$ cat src/rtl/uart_tx_arbiter.sv
// uart_tx_arbiter: shares one 8N1 UART transmitter between NUM_REQ byte-stream
// requesters. Round-robin arbitration per packet; the grant stays with one
// requester until it sends a byte marked last. Bytes are paced on tx_busy.
// Build macro UART_ARB_LOCK_TIMEOUT_EN: release an owner that idles in HOLD
// for LOCK_IDLE_MAX cycles.
module uart_tx_arbiter #(
  parameter int NUM_REQ       = 4,
  parameter int LOCK_IDLE_MAX = 1024
) (
  input  logic                 clk,
  input  logic                 rst_n,
  input  logic [NUM_REQ-1:0]   req,
  input  logic [8*NUM_REQ-1:0] req_data,
  input  logic [NUM_REQ-1:0]   req_last,
  output logic [NUM_REQ-1:0]   req_ack,
  output logic                 tx_start,
  output logic [7:0]           tx_data,
  input  logic                 tx_busy,
  output logic                 grant_valid,
  output logic [2:0]           grant_id
);

  typedef enum logic [1:0] {ARB, WAIT_HI, WAIT_LO, HOLD} state_t;

  // Marker block: only present for out-of-range parameter sets.
  if (NUM_REQ < 1 || NUM_REQ > 8 || LOCK_IDLE_MAX < 1) begin : g_param_range_invalid
  end

  state_t               state, state_n;
  logic [2:0]           rr_ptr, rr_ptr_n;
  logic                 last_r, last_n;
  logic                 tx_start_n;
  logic [7:0]           tx_data_n;
  logic [NUM_REQ-1:0]   req_ack_n;
  logic                 grant_valid_n;
  logic [2:0]           grant_id_n;

  // Requester inputs widened to the 8-requester maximum so a 3-bit index
  // selects them without width mismatch.
  logic [7:0]           req_pad;
  logic [7:0]           last_pad;
  logic [63:0]          data_pad;

  logic                 win_found;
  logic [2:0]           win_id;
  logic [3:0]           cand_sum;
  logic                 issue;
  logic [2:0]           issue_id;
  logic [2:0]           ptr_after_owner;

`ifdef UART_ARB_LOCK_TIMEOUT_EN
  localparam int CW = $clog2(LOCK_IDLE_MAX + 1);
  logic [CW-1:0]        idle_cnt, idle_cnt_n;
`endif

  assign req_pad  = 8'(req);
  assign last_pad = 8'(req_last);
  assign data_pad = 64'(req_data);

  // The owner just served drops to lowest priority on the next arbitration.
  assign ptr_after_owner = (grant_id >= 3'(NUM_REQ - 1)) ? '0 : grant_id + 3'd1;

  // Round-robin search: first set req at or above rr_ptr, wrapping at NUM_REQ-1.
  always_comb begin
    win_found = 1'b0;
    win_id    = '0;
    cand_sum  = '0;
    for (int unsigned i = 0; i < NUM_REQ; i++) begin
      cand_sum = {1'b0, rr_ptr} + 4'(i);
      if (cand_sum >= 4'(NUM_REQ)) begin
        cand_sum = cand_sum - 4'(NUM_REQ);
      end
      if (!win_found && req_pad[cand_sum[2:0]]) begin
        win_found = 1'b1;
        win_id    = cand_sum[2:0];
      end
    end
  end

  // Next-state and next-output decode; issue from ARB and HOLD share one path.
  always_comb begin
    state_n       = state;
    rr_ptr_n      = rr_ptr;
    last_n        = last_r;
    tx_start_n    = 1'b0;
    tx_data_n     = tx_data;
    req_ack_n     = '0;
    grant_valid_n = grant_valid;
    grant_id_n    = grant_id;
    issue         = 1'b0;
    issue_id      = grant_id;
`ifdef UART_ARB_LOCK_TIMEOUT_EN
    idle_cnt_n    = '0;
`endif
    unique case (state)
      ARB: begin
        if (!tx_busy && win_found) begin
          issue    = 1'b1;
          issue_id = win_id;
        end
      end
      WAIT_HI: begin
        if (tx_busy) begin
          state_n = WAIT_LO;
        end
      end
      WAIT_LO: begin
        if (!tx_busy) begin
          if (last_r) begin
            grant_valid_n = 1'b0;
            rr_ptr_n      = ptr_after_owner;
            state_n       = ARB;
          end else begin
            state_n = HOLD;
          end
        end
      end
      HOLD: begin
        if (req_pad[grant_id]) begin
          issue    = 1'b1;
          issue_id = grant_id;
        end
`ifdef UART_ARB_LOCK_TIMEOUT_EN
        else if (idle_cnt == CW'(LOCK_IDLE_MAX - 1)) begin
          grant_valid_n = 1'b0;
          rr_ptr_n      = ptr_after_owner;
          state_n       = ARB;
        end else begin
          idle_cnt_n = idle_cnt + 1'b1;
        end
`endif
      end
      default: state_n = ARB;
    endcase

    if (issue) begin
      tx_start_n    = 1'b1;
      tx_data_n     = data_pad[{issue_id, 3'b000} +: 8];
      last_n        = last_pad[issue_id];
      grant_valid_n = 1'b1;
      grant_id_n    = issue_id;
      state_n       = WAIT_HI;
      for (int unsigned i = 0; i < NUM_REQ; i++) begin
        req_ack_n[i] = (3'(i) == issue_id);
      end
    end
  end

  // State and registered outputs.
  always_ff @(posedge clk or negedge rst_n) begin
    if (!rst_n) begin
      state       <= ARB;
      rr_ptr      <= '0;
      last_r      <= 1'b0;
      tx_start    <= 1'b0;
      tx_data     <= '0;
      req_ack     <= '0;
      grant_valid <= 1'b0;
      grant_id    <= '0;
    end else begin
      state       <= state_n;
      rr_ptr      <= rr_ptr_n;
      last_r      <= last_n;
      tx_start    <= tx_start_n;
      tx_data     <= tx_data_n;
      req_ack     <= req_ack_n;
      grant_valid <= grant_valid_n;
      grant_id    <= grant_id_n;
    end
  end

`ifdef UART_ARB_LOCK_TIMEOUT_EN
  // Idle counter for the locked owner; cleared whenever HOLD is not idling.
  always_ff @(posedge clk or negedge rst_n) begin
    if (!rst_n) begin
      idle_cnt <= '0;
    end else begin
      idle_cnt <= idle_cnt_n;
    end
  end
`endif

endmodule

$ cat config.mk
export PLATFORM = sky130hd
export DESIGN_NAME = uart_tx_arbiter
export DESIGN_NICKNAME = d
export VERILOG_FILES = /design/src/rtl/uart_tx_arbiter.sv
export SDC_FILE = /design/constraint.sdc
export NUM_CORES = 1
export LEC_CHECK = 0
export CAP_MARGIN = 0
export CORE_MARGIN = 4
export CORE_UTILIZATION = 45
export CTS_CLUSTER_SIZE = 8
export DETAILED_ROUTE_END_ITERATION = 8
export DONT_BUFFER_PORTS = 1
export PLACE_DENSITY = 0.57
export REMOVE_ABC_BUFFERS = 1
export SLEW_MARGIN = 25
export SYNTH_ARGS = -nofsm -noshare
export SYNTH_HDL_FRONTEND = slang
export SYNTH_SLANG_ARGS = --single-unit
export TNS_END_PERCENT = 1
$ cat constraint.sdc
create_clock -name clk -period 3.9 [get_ports clk]
set_clock_uncertainty 0.1 [all_clocks]
set_input_delay 0.78 -clock clk [delete_from_list [all_inputs] [get_ports clk]]
set_output_delay 0.78 -clock clk [all_outputs]
set_load 0.02 [all_outputs]
## Yosys cells after proc, flatten, opt, wreduce, memory -nomap -nowiden

Cells that the tools add are included.
W data, S select, Z words.

| operators by class | value |
|---|---|
| $add $sub $neg | 8 |
| order comparisons | 11 |
| equality and inequality tests | 9 |
| shifts and indexed selects | 1 |
| multiplexer cells | 41 |
| bitwise logic cells | 1 |
| reductions and logical operators | 16 |

Operators with widths:

| kind | number |
|---|---|
| $shiftx A64 B7 Y8 | 1 |
| $mux W3 | 11 |
| $lt A3 B4 Y1 const B | 6 |
| $bmux W1 S3 | 6 |
| $mux W1 | 17 |
| $ge A4 B3 Y1 const B | 3 |
| $sub A3 B3 Y3 const B | 4 |
| $reduce_and A3 Y1 | 3 |
| $add A3 B2 Y4 const B | 2 |
| $mux W2 | 4 |
| $eq A2 B3 Y1 const A | 2 |
| $ne A3 B3 Y1 const B | 2 |
| $add A3 B1 Y4 const B | 1 |
| $eq A2 B2 Y1 const B | 2 |
| $logic_and A1 B1 Y1 | 4 |
| $logic_not A1 Y1 | 4 |
| $mux W4 | 1 |
| $pmux W2 S2 | 1 |
| $reduce_bool A2 Y1 | 2 |
| $add A3 B1 Y3 const B | 1 |
| $eq A1 B3 Y1 const A | 1 |
| $ge A3 B2 Y1 const B | 1 |
| $ge A3 B3 Y1 const B | 1 |
| $logic_not A3 Y1 | 1 |
| other kinds (6) | 6 |

| word-level totals | value |
|---|---|
| flip-flop bits (word level) | 23 |
| input port bits | 43 |
| output and inout bits | 17 |
| word-level logic and storage cells | 95 |

## Logic depth before layout (Yosys ltp)

Gate-level depths: netlist of the first run.

| logic depth | value |
|---|---|
| word-level depth | 19 |
| depth in mapped cells | 13 |
| depth with buffers taken out | 9 |

## Least setup slack after synthesis of the first run

OpenSTA, ideal clock, no wires.

| timing path | value |
|---|---|
| kind | reg-to-reg |
| start point | reg rr_ptr[0] |
| end point | reg last_r |
| library setup time | 0.130 ns |
| arrival time | 2.714 ns |
| path slack | 0.956 ns |
| cell stages (with the launch flop) | 13 |
| path buffers | 3 |
| path through | dfrtp_1 -> buf_6 -> inv_1 -> ha_1 -> buf_2 -> or3_4 -> a21oi_2 -> o22ai_2 -> a31oi_4 -> mux2i_4 -> buf_4 -> mux2i_1 -> a221oi_2 |

| on the way | value |
|---|---|
| cells in the longest elaborated chain, start to end | 19 |

RTL lines:

| what | RTL line | text |
|---|---|---|
| start, declared | 30 | `logic [2:0] rr_ptr, rr_ptr_n;` |
| start signal, assigned | 162 | `rr_ptr <= rr_ptr_n;` |
| parallel branches: the longest is 19 deep, another holds $add A3 B1 Y4 | n/a |  |
| end signal, assigned | 163 | `last_r <= last_n;` |
| end, declared | 31 | `logic last_r, last_n;` |

Several ways; the timed one is not identified. The select of a mux whose other input is x is not followed.
A chain may end at the register's enable or synchronous reset.

## Worst setup path in the final report of the first run

| timing path | value |
|---|---|
| start point | reg rr_ptr[1] |
| end point | reg tx_data[7] |

| on the way | value |
|---|---|
| cells in the longest elaborated chain, start to end | 18 |

RTL lines:

| what | RTL line | text |
|---|---|---|
| parallel branches: the longest is 18 deep, another holds $add A3 B1 Y4 | n/a |  |
| end signal, assigned | 165 | `tx_data <= tx_data_n;` |
| end, declared | 17 | `output logic [7:0] tx_data,` |

Several ways; the timed one is not identified. The select of a mux whose other input is x is not followed.

==> qor.log, run 1 <==
INFO  synth          synth_cell_types=38
INFO  clock_network  post_cts_buffers=0
INFO  worst_setup_path end_kind=flip-flop
INFO  route          wirelength=3477µm
INFO  layout         fillers=328
INFO  clock_network  clk_path_buf_depth=2
INFO  clock_network  numCtsBuffers=3
INFO  flow_run       maxCapViolCount=0
INFO  clock_network  worstSkewPairLatency=290ps
INFO  placed_design  buffer_ports.inserted=0
INFO  synth          postSynth.asyncResetShare=100.0%
INFO  sta            slew_headroom=56.96%
INFO  worst_setup_path worst-setup-path-type=reg2reg
INFO  synth          synth.yosys.seq_area_share=35.30%
INFO  layout         drive_gt1_share=17.22%
INFO  worst_setup_path cp-start-kind=flip-flop
INFO  global_route   maximum_number_of_pins_on_one_net_before_global_route_repair=24
INFO  route          vias_per_cell=5.822
INFO  layout         final_net_count=203
INFO  sta            slew_viol_final=0
INFO  synth          syn_area=0.001630mm²
INFO  route          drtIter0Drc=92
INFO  clock_network  clock-root-buffer=clkbuf_4
INFO  synth          synth_area_per_cell=10.73µm²
INFO  sta            worst_pin_slew=642.7ps
INFO  clock_network  cts_repair_resize_count=0
INFO  worst_setup_path critical_path.startpoint=rr_ptr[1]$_DFFE_PN0P_
INFO  route          vias=1,147
INFO  route          drt_drc_violations_left=0
INFO  worst_setup_path timing.rr.start=rr_ptr[1]$_DFFE_PN0P_
INFO  floorplan      floorplan.initialDensity=47.73%
INFO  synth          post_synth_edffs=0
INFO  synth          ys.warnings.count=0
INFO  floorplan      fp.dieW=68.19µm
INFO  clock_network  clock_tree_from_tritoncts=built
INFO  global_route   grt_util_all_layers=15.74%
INFO  sta            report.final.hold_viol_count=0
INFO  floorplan      design.die.area=0.004650mm²
INFO  sta            setup_viol_count_final=0
INFO  synth          postSynth.topFlopCell=dfrtp_1
INFO  pwr            design_power_total=1.478mW
INFO  placed_design  dp.final_hpwl=2708µm
INFO  sta            fin_crit_sh=80.39%
INFO  hold_path      min_path_type=in2async
INFO  placed_design  numPlacedInstances=193
INFO  placed_design  routabilityCongestion=0.7710
INFO  sta            max_freq=319.0MHz
INFO  floorplan      fp-row-count=21
INFO  floorplan      die_height=68.19µm
INFO  floorplan      core_area=0.003416mm²
INFO  clock_network  cts_hold_buffers=0
INFO  layout         antenna_cells_inserted=0
INFO  layout         areaGrowthSynthToFinish=2.993%
INFO  layout         final_core_utilization=49.16%
INFO  synth          count_of_state_elements_after_synthesis=23
INFO  clock_network  clk_pin_slew_worst_paths=120ps
INFO  clock_network  clock-sinks=23
INFO  sta            timing.setup.tns=0ps
INFO  global_route   grt_antenna_before_repair=0
INFO  global_route   grt.overflow.total=0
INFO  placed_design  post-place-ws=543.2ps
INFO  pwr            power.leakage=0.8178nW
INFO  global_route   grt_pass1_wl=5561µm
INFO  worst_setup_path timing.critical_path.fanout_max=22
INFO  route          routedWlPerCell=17.65µm
INFO  pwr            power_per_cell_area=880.2mW/mm²
INFO  clock_network  cts.htree.levels=1
INFO  worst_setup_path worstPathRequired=3970ps
INFO  floorplan      ios=60
INFO  sta            min_period=3135ps
INFO  layout         finish.cell_count_without_fillers=197
INFO  synth          postSynthCellCount=152
INFO  pwr            vdd_ir_drop_max=0.0003735V
INFO  route          detail_route.first_pass.iterations=4
INFO  global_route   grt_pass1_vias=1,140
INFO  status         status=finished, final reports clean
INFO  worst_setup_path cp_data_arrival_time=3200ps
INFO  route          ant_nets=0
INFO  sta            setup_slack_after_layout=764.8ps
INFO  sta            rsz0062_at_grt=no
-- synthesized netlist by cell type (3+ instances only) --
library cell,n,area share (%)
dfrtp_1,23,35
ha_1,8,6.1
nor2b_1,3,1.2
buf_2,3,0.92
nor2_1,21,4.8
buf_4,3,1.4
and3_1,3,1.2
a221oi_2,10,9.2
a22o_1,3,1.6
mux2i_1,23,14
a21oi_1,4,1.2
nand2_1,5,1.2
inv_1,8,1.8
o21ai_0,4,1.2
-- critical path, stage by stage, from the launching register on --
cell and delay, ps:
dfrtp_1 480, inv_1 70, ha_1 410, or3_4 380
a21oi_2 160, o22ai_2 110, a31oi_4 290, mux2i_4 260
buf_4 340, mux2i_1 300, a221oi_2 90
-- path summary, 6_finish.rpt --
path | end | slack [ps] | cells past startpoint
max | tx_data[7]$_DFFE_PN0P_ | 760 | 10
min | tx_data[5]$_DFFE_PN0P_ | 60 | 0
max reg2reg | tx_data[7]$_DFFE_PN0P_ | 760 | 10
min reg2reg | rr_ptr[2]$_DFFE_PN0P_ | 510 | 1
max in group asynchronous | state[1]$_DFFE_PN0P_ | 3570 | 0
min in group clk | rr_ptr[2]$_DFFE_PN0P_ | 510 | 1
-- per-layer routing --
| layer | track usage (%) | share of wire (%) | vias up |
|---|---|---|---|
| met5 | 0 | 0 | - |
| met4 | 2.978 | 0.43 | 0 |
| met3 | 5.255 | 8.0 | 2 |
| met2 | 25.75 | 49 | 33 |
| met1 | 20.37 | 42 | 556 |
| li1 | - | - | 556 |
-- metrics by stage --
step	hold WS, ps	cell area [µm²]
after floorplan	384.4	1570
after global placement	385.2	1650
after detailed placement	385.1	1650
after CTS	42.66	1677
after global routing	32.09	1679
final	58.14	1679
-- registers in the layout (all words and copies together) (netlist names) --
name,flops
tx_data,8
grant_valid,1
req_ack,4
last_r,1
grant_id,3
rr_ptr,3
state,2
tx_start,1
-- layout by cell type (no fill, tap or decap), types with 2 or more instances in the layout --
cell type / instances
a21o_1: 2
a21oi_1: 4
a221oi_2: 10
a22o_1: 3
and2_1: 2
and3_1: 3
buf_4: 3
clkbuf_4: 3
dfrtp_1: 23
ha_1: 8
inv_1: 8
mux2i_1: 23
mux4_2: 2
nand2_1: 5
nand2b_1: 2
nand3_1: 2
nor2_1: 21
nor2b_1: 2
o21ai_0: 4
o21ai_1: 2
-- cell families after synthesis --
kind of cell    count (synthesis)  synth area share [%]
mux                            28                 19.65
compound gates                 34                 20.65
xor+xnor                        1                0.5373
flops                          23                 35.30
buf+inv                        17                 5.755
simple gates                   41                 11.97
fa+ha+maj                       8                 6.140
-- area by class of cell --
class	instances	area, µm²	share of cell area, %
clock buffer	4	26.28	1.565
inverter	9	33.78	2.012
timing repair buffer	3	22.52	1.341
multi-input combinational	112	963.4	57.38
tap	46	57.56	3.428
sequential	23	575.6	34.28
-- where the power goes --
group | internal [mW] | switching, mW
Combinational | 0.388 | 0.455
Sequential | 0.342 | 0.189
Clock | 0.0398 | 0.0637
Total | 0.770 | 0.708
(Power assumes the default switching activity.)
==> run 2: changes to the inputs <==
Clock period 3.9 ns to 3.2 ns, I/O delays scaled along.
==> run 2 against run 1 <==
Effect of this change: flip-flop and latch count unchanged; routed wire length decreased by 0.37%; setup slack worse by 470 ps; clock-buffer cell count unchanged; cell area is 2.5% higher; combinational power is 28% higher; utilization rose by 1.2 points; sequential power is 20% higher; global-route usage grew 0.27 points; critical endpoint is now tx_data[5]$_DFFE_PN0P_; hold slack gained 130 ps; critical path type unchanged.
==> qor.log, run 2 (synthesized netlist as in run 1, its figures left out) <==
INFO  sta            report.final.hold_viol_count=0 [unchanged]
INFO  clock_network  numCtsBuffers=3 [unchanged]
INFO  layout         finish.cell_count_without_fillers=203 [+3.0%]
INFO  flow_run       maxCapViolCount=0 [unchanged]
INFO  floorplan      fp-row-count=21 [unchanged]
INFO  pwr            power_per_cell_area=1071mW/mm² [+22%]
INFO  floorplan      core_area=0.003416mm² [unchanged]
INFO  floorplan      fp.dieW=68.19µm [unchanged]
INFO  placed_design  buffer_ports.inserted=0 [unchanged]
INFO  placed_design  numPlacedInstances=198 [+2.6%]
INFO  route          drtIter0Drc=78 [-15%]
INFO  worst_setup_path crit_chain=inv_1 -> ha_1 -> or3_4 -> a21oi_2 -> o22ai_2 -> a31oi_4 -> a21oi_1 -> buf_4 -> and2_1 -> buf_4 -> a221oi_2
INFO  worst_setup_path cp_common_cell=buf_4
INFO  sta            timing.setup.tns=0ps [unchanged]
INFO  layout         mostFrequentLayoutCells=mux2i_1, dfrtp_1, nor2_1
INFO  status         status=finished, final reports clean
INFO  clock_network  clk_path_buf_depth=2 [unchanged]
INFO  layout         largest_register_ff_count=8 [unchanged]
INFO  pwr            seq_power_share=34.6% [-1.3 points]
INFO  sta            rsz0062_at_grt=no
INFO  floorplan      die_height=68.19µm [unchanged]
INFO  global_route   grt_pass1_vias=1,234 [+8.2%]
INFO  placed_design  dp.final_hpwl=2727µm [+0.71%]
INFO  sta            whs=186.3ps [+128.2 ps]
INFO  floorplan      floorplan.initialDensity=47.73% [unchanged]
INFO  sta            max_freq=344.6MHz [+8.0%]
INFO  layout         regMostFlops=tx_data
INFO  clock_network  cts.htree.levels=1 [unchanged]
INFO  pwr            design_power_total=1.844mW [+25%]
INFO  clock_network  clock-root-buffer=clkbuf_4
INFO  pwr            netSwitchingPower=0.8700mW [+23%]
INFO  route          vias=1,172 [+2.2%]
INFO  sta            slew_viol_final=0 [unchanged]
INFO  sta            min_period=2902ps [-233.1 ps]
INFO  worst_setup_path critical-path-slowest-cell=dfrtp_1
INFO  pwr            p_sw_share=47.19% [-0.75 points]
INFO  layout         final_net_count=209 [+3.0%]
INFO  worst_setup_path end_kind=flip-flop
INFO  pwr            p_clk_share=7.1% [about the same]
INFO  clock_network  clock-sinks=23 [unchanged]
INFO  floorplan      ios=60 [unchanged]
INFO  route          dr.max_layer_used=met4
INFO  worst_setup_path timing.critical_path.fanout_max=20 [-9.1%]
INFO  route          wl_met1=1477µm [+1.1%]
INFO  sta            worst_pin_slew=667.9ps [+25.23 ps]
INFO  sta            slew_headroom=54.32% [-2.6 points]
INFO  pwr            vdd_ir_drop_max=0.0004042V [+8.2%]
INFO  global_route   grt.overflow.total=0 [unchanged]
INFO  pwr            power.leakage=0.8469nW [+3.6%]
INFO  layout         biggestRegsByFlops=tx_data: 8 flops, req_ack: 4 flops
INFO  clock_network  clk_pin_slew_worst_paths=120ps [about the same]
INFO  placed_design  routabilityCongestion=0.8157 [+5.8%]
INFO  layout         antenna_cells_inserted=0 [unchanged]
INFO  pwr            comb_power_share=58.3% [+1.2 points]
INFO  layout         drive_gt1_share=20.38% [+3.2 points]
INFO  clock_network  clock_tree_from_tritoncts=built
INFO  route          detail_route.first_pass.iterations=5 [+1]
INFO  route          wirelength=3464µm [-0.37%]
INFO  pwr            internal_power=0.9736mW [+27%]
INFO  route          vias_per_cell=5.773 [-0.84%]
INFO  route          met3_wirelength=270µm [-3.2%]
INFO  global_route   grt_util_all_layers=16.02% [+0.27 points]
INFO  global_route   grt_pass1_wl=5782µm [+4.0%]
INFO  clock_network  cts_repair_resize_count=0 [unchanged]
INFO  layout         fillers=319 [-2.7%]
INFO  worst_setup_path cp_data_arrival_time=3010ps [-190 ps]
INFO  clock_network  worstSkewPairLatency=300ps [about the same]
INFO  route          routedWlPerCell=17.06µm [-3.3%]
INFO  worst_setup_path worst-setup-path-type=reg2reg
INFO  layout         final_core_utilization=50.40% [+1.2 points]
INFO  floorplan      design.die.area=0.004650mm² [unchanged]
INFO  route          ant_nets=0 [unchanged]
INFO  worst_setup_path worstPathRequired=3310ps [-660 ps]
INFO  hold_path      min_path_type=in2async
INFO  sta            fin_crit_sh=90.69% [+10 points]
INFO  route          drt_drc_violations_left=0 [unchanged]
INFO  layout         areaGrowthSynthToFinish=5.602%
INFO  global_route   grt_antenna_before_repair=0 [unchanged]
INFO  route          met2_length=1704µm [-0.93%]
INFO  global_route   maximum_number_of_pins_on_one_net_before_global_route_repair=24 [unchanged]
INFO  sta            setup_viol_count_final=0 [unchanged]
INFO  worst_setup_path critical_path.max_stage_delay=400ps [-80 ps]
INFO  worst_setup_path cp-start-kind=flip-flop
run 2: changes by cell type in the layout (fill, tap and decap cells not counted):
cell / before / now
buf_4: 3 / 8
buf_2: 0 / 1
run 2: area by class of cell:
| type | count | area, µm² | area share (%) |
|---|---|---|---|
| multi-input combinational | 112 | 963.4 | 55.96 |
| sequential | 23 | 575.6 | 33.43 |
| timing repair buffer | 9 | 65.06 | 3.779 |
| tap | 46 | 57.56 | 3.343 |
| inverter | 9 | 33.78 | 1.962 |
| clock buffer | 4 | 26.28 | 1.526 |
run 2: worst paths after layout:
path	endpoint	startpoint	cells after the start	slack, ps
worst max-delay path	tx_data[5]$_DFFE_PN0P_	rr_ptr[0]$_DFFE_PN0P_	11	300
min in group clk	state[1]$_DFFE_PN0P_	tx_busy	2	390
max in group asynchronous	grant_id[1]$_DFFE_PN0P_	rst_n	1	2460
worst min-delay path	tx_data[2]$_DFFE_PN0P_	rst_n	1	190
worst min register to register	rr_ptr[2]$_DFFE_PN0P_	rr_ptr[2]$_DFFE_PN0P_	1	540
worst max register to register	tx_data[5]$_DFFE_PN0P_	rr_ptr[0]$_DFFE_PN0P_	11	300
run 2: critical path: cells and delay by family (launching register included):
kind,cells,cell delay (ps)
AO/OA/AOI/OAI,5,900
adder cells (fa/ha/maj),1,360
buffers and inverters,3,520
flip-flops,1,400
AND/OR/NAND/NOR,2,540
run 2: power by group through the flow:
stage	sequential [mW]	combinational, mW	clock [mW]
floorplan	0.629	0.828	0
global placement	0.645	1.05	0
detailed placement	0.645	1.09	0
CTS	0.641	1.10	0.138
global route	0.660	1.21	0.151
finish	0.638	1.08	0.130
run 2: metal layers:
layer | global-route usage, % | vias to the layer above
met4 | 3.722 | 0
met5 | 0 | -
met3 | 4.105 | 2
met1 | 20.94 | 561
met2 | 26.47 | 43
li1 | - | 566
run 2: stage by stage:
stage | instance area [µm²] | setup slack [ps]
finish | 1722 | 297.9
global route | 1722 | 110.2
CTS | 1727 | 286.4
detailed placement | 1690 | 296.0
global placement | 1688 | 100.6
floorplan | 1570 | -451.3
run 2: what timing repair did:
item	4_1_cts	5_1_grt
hold buffers	1	0
buffers inserted	0	0
hold endpoints to repair	23	0
==> run 3: changes to the inputs <==
Settings changed: ABC_AREA from default to 1, CTS_CLUSTER_SIZE 8 to 30.
==> run 3 against run 2 <==
Effect of this change: total power rose by 13%; sequential power fell by 6.1%; routed wire length rose by 25%; largest power group unchanged; cell count grew 56%; first-iteration DRC count is 24% higher; die area grew 14%; via count is 36% higher; clock-buffer cell count down 1; maximum frequency is 9.8% higher; non-clock buffer count decreased by 7; synthesized cell count rose by 75%.
==> qor.log, run 3 <==
INFO  clock_network  cts_hold_buffers=1 [unchanged]
INFO  synth          ys.warnings.count=0 [unchanged]
INFO  layout         regMostFlops=tx_data
INFO  clock_network  post_cts_buffers=0 [unchanged]
INFO  route          detail_route.first_pass.iterations=4 [-1]
INFO  layout         drive_gt1_share=17.67% [-2.7 points]
INFO  global_route   grt_pass1_wl=7396µm [+28%]
INFO  route          vias=1,597 [+36%]
INFO  synth          synth_top_cell_by_area=dfrtp_1
INFO  global_route   grt_pass1_vias=1,568 [+27%]
INFO  route          drtIter0Drc=97 [+24%]
INFO  clock_network  clock-sinks=23 [unchanged]
INFO  clock_network  clk_pin_slew_worst_paths=90ps [-30 ps]
INFO  sta            whs=236.8ps [+50.46 ps]
INFO  worst_setup_path r2r.worst_path.cells=12 [+1]
INFO  placed_design  routabilityCongestion=0.8170 [+0.16%]
INFO  worst_setup_path worstPathRequired=3280ps [-30 ps]
INFO  worst_setup_path family_with_the_most_delay_on_the_worst_path=simple AND/OR/NAND/NOR gates
INFO  global_route   grt_util_all_layers=17.48% [+1.5 points]
INFO  worst_setup_path timing.critical_path.fanout_max=16 [-20%]
INFO  layout         mostFrequentLayoutCells=nand2_1, inv_1, nand3_1
INFO  layout         mostFrequentLayoutCell=nand2_1
INFO  synth          netlist_top_cells_count=nand2_1, inv_1, nand3_1, dfrtp_1, nand2_2
INFO  layout         final_net_count=318 [+52%]
INFO  layout         largest_register_ff_count=8 [unchanged]
INFO  route          vias_per_cell=5.054 [-12%]
INFO  sta            slew_viol_final=0 [unchanged]
INFO  floorplan      ios=60 [unchanged]
INFO  layout         finish.cell_count_without_fillers=316 [+56%]
INFO  sta            worst_pin_slew=505.4ps [-162.6 ps]
INFO  floorplan      die_height=72.67µm [+6.6%]
INFO  floorplan      design.die.area=0.005280mm² [+14%]
INFO  worst_setup_path end_kind=flip-flop
INFO  sta            min_period=2643ps [-258.6 ps]
INFO  pwr            power.leakage=1.092nW [+29%]
INFO  synth          yosysTopAreaCellShare=30.59% [-4.7 points]
INFO  status         status=finished, final reports clean
INFO  synth          synth.yosys.seq_area_share=30.59% [-4.7 points]
INFO  sta            setup_viol_count_final=0 [unchanged]
INFO  floorplan      fp.dieW=72.67µm [+6.6%]
INFO  worst_setup_path critical_path.max_stage_delay=530ps [+130 ps]
INFO  worst_setup_path crit_chain=inv_4 -> ha_1 -> inv_1 -> nand3_2 -> nand3_2 -> nand3_4 -> nor2_2 -> nor2_2 -> nand2_1 -> nand2_2 -> inv_1 -> nor3_2
INFO  sta            rsz0062_at_grt=no
INFO  layout         final_core_utilization=47.98% [-2.4 points]
INFO  sta            max_freq=378.3MHz [+9.8%]
INFO  sta            report.final.hold_viol_count=0 [unchanged]
INFO  placed_design  dp.final_hpwl=3297µm [+21%]
INFO  synth          synth_cell_types=28 [-26%]
INFO  route          ant_nets=0 [unchanged]
INFO  layout         biggestRegsByFlops=tx_data: 8 flops, req_ack: 4 flops
INFO  floorplan      core_area=0.004029mm² [+18%]
INFO  pwr            vdd_ir_drop_max=0.0003324V [-18%]
INFO  synth          synth_most_common_cell=nand2_1
INFO  clock_network  worstSkewPairLatency=260ps [-40 ps]
INFO  route          routedWlPerCell=13.69µm [-20%]
INFO  layout         antenna_cells_inserted=0 [unchanged]
INFO  synth          postSynth.topFlopCell=dfrtp_1
INFO  worst_setup_path cp_data_arrival_time=2720ps [-290 ps]
INFO  synth          syn_area=0.001882mm² [+15%]
INFO  clock_network  clock-root-buffer=clkbuf_8
INFO  global_route   maximum_number_of_pins_on_one_net_before_global_route_repair=24 [unchanged]
INFO  placed_design  buffer_ports.inserted=0 [unchanged]
INFO  pwr            power_per_cell_area=1080mW/mm² [+0.81%]
INFO  synth          synth.area.top_cells=dfrtp_1, nand2_1, nand3_1, inv_1, ha_1
INFO  hold_path      min_path_type=in2async
INFO  clock_network  cts.htree.levels=1 [unchanged]
INFO  sta            setup_slack_after_layout=556.5ps [+258.6 ps]
INFO  synth          post_synth_edffs=0 [unchanged]
INFO  layout         areaGrowthSynthToFinish=2.726%
INFO  clock_network  numCtsBuffers=3 [unchanged]
INFO  sta            timing.setup.tns=0ps [unchanged]
INFO  placed_design  numPlacedInstances=311 [+57%]
INFO  worst_setup_path cp-start-kind=flip-flop
INFO  sta            fin_crit_sh=82.61% [-8.1 points]
INFO  clock_network  clock_tree_from_tritoncts=built
INFO  synth          postSynth.asyncResetShare=100.0% [unchanged]
INFO  worst_setup_path worst-setup-path-type=reg2reg
INFO  placed_design  post-place-ws=551.0ps [+255.0 ps]
INFO  synth          count_of_state_elements_after_synthesis=23 [unchanged]
INFO  route          drt_drc_violations_left=0 [unchanged]
INFO  worst_setup_path timing.critical_path.buf_inv=3 [unchanged]
INFO  floorplan      fp-row-count=23 [+9.5%]
INFO  floorplan      floorplan.initialDensity=46.71% [-1.0 points]
INFO  clock_network  clk_path_buf_depth=2 [unchanged]
INFO  global_route   grt.overflow.total=0 [unchanged]
INFO  worst_setup_path critical-path-slowest-cell=dfrtp_1
INFO  sta            slew_headroom=66.31% [+12 points]
INFO  synth          postSynthCellCount=266 [+75%]
INFO  synth          synth_area_per_cell=7.074µm² [-34%]
INFO  clock_network  cts_repair_resize_count=0 [unchanged]
INFO  worst_setup_path cp.depth=12 [+1]
INFO  global_route   grt_antenna_before_repair=0 [unchanged]
INFO  route          wirelength=4326µm [+25%]
INFO  flow_run       maxCapViolCount=0 [unchanged]
==> run 3: changes by cell type in the layout (fill, tap and decap cells not counted), moves of 4 or more <==
| cell | previous run | this run |
|---|---|---|
| buf_4 | 8 | 1 |
| nand2_4 | 0 | 5 |
| nand4_1 | 0 | 4 |
| nand3_2 | 0 | 9 |
| nand2_1 | 5 | 94 |
| mux2i_1 | 23 | 0 |
| a221oi_2 | 10 | 0 |
| nand2_2 | 0 | 16 |
| inv_1 | 8 | 35 |
| nor2_1 | 21 | 12 |
| nand3_1 | 2 | 30 |
==> run 3: final cells by class <==
class	instances	area [µm²]
inverter	39	148.9
fill	434	2096
clock inverter	1	7.507
clock buffer	3	41.29
multi-input combinational	198	1085
timing repair buffer	2	12.51
tap	50	62.56
sequential	23	575.6
==> run 3: cell families after synthesis <==
| kind of cell | Yosys count | synth area share, % |
|---|---|---|
| and+or+nand+nor | 177 | 47.74 |
| adders and majority gates | 8 | 5.319 |
| AOI/OAI and AO/OA | 13 | 4.588 |
| DFF | 23 | 30.59 |
| buffers and inverters | 45 | 11.77 |
==> run 3: metrics by stage <==
step / cell area, µm² / power (mW)
floorplan: 1809 / 1.638
global placement: 1879 / 1.925
detailed placement: 1879 / 1.918
CTS: 1938 / 2.121
global route: 1933 / 2.332
finish: 1933 / 2.087
==> run 3: final timing paths <==
| kind | from | slack [ps] | endpoint |
|---|---|---|---|
| max | rr_ptr[0]$_DFFE_PN0P_ | 560 | req_ack[0]$_DFF_PN0_ |
| min | rst_n | 240 | last_r$_DFFE_PN0P_ |
| max reg2reg | rr_ptr[0]$_DFFE_PN0P_ | 560 | req_ack[0]$_DFF_PN0_ |
| min reg2reg | last_r$_DFFE_PN0P_ | 430 | last_r$_DFFE_PN0P_ |
| max in group asynchronous | rst_n | 2420 | tx_data[2]$_DFFE_PN0P_ |
| min in group clk | last_r$_DFFE_PN0P_ | 430 | last_r$_DFFE_PN0P_ |
==> run 3: report_power, final <==
part | switching [mW] | internal [mW]
Clock | 0.0919 | 0.0879
Combinational | 0.881 | 0.427
Sequential | 0.198 | 0.401
==> run 3: per-layer routing <==
metal | track usage, % | wire length, µm | up-vias | part of all wire, %
li1 | - | - | 834 | -
met1 | 21.92 | 1849 | 716 | 43
met2 | 30.96 | 2173 | 45 | 50
met3 | 5.096 | 295 | 2 | 6.8
met4 | 1.230 | 8 | 0 | 0.18
met5 | 0 | 0 | - | 0
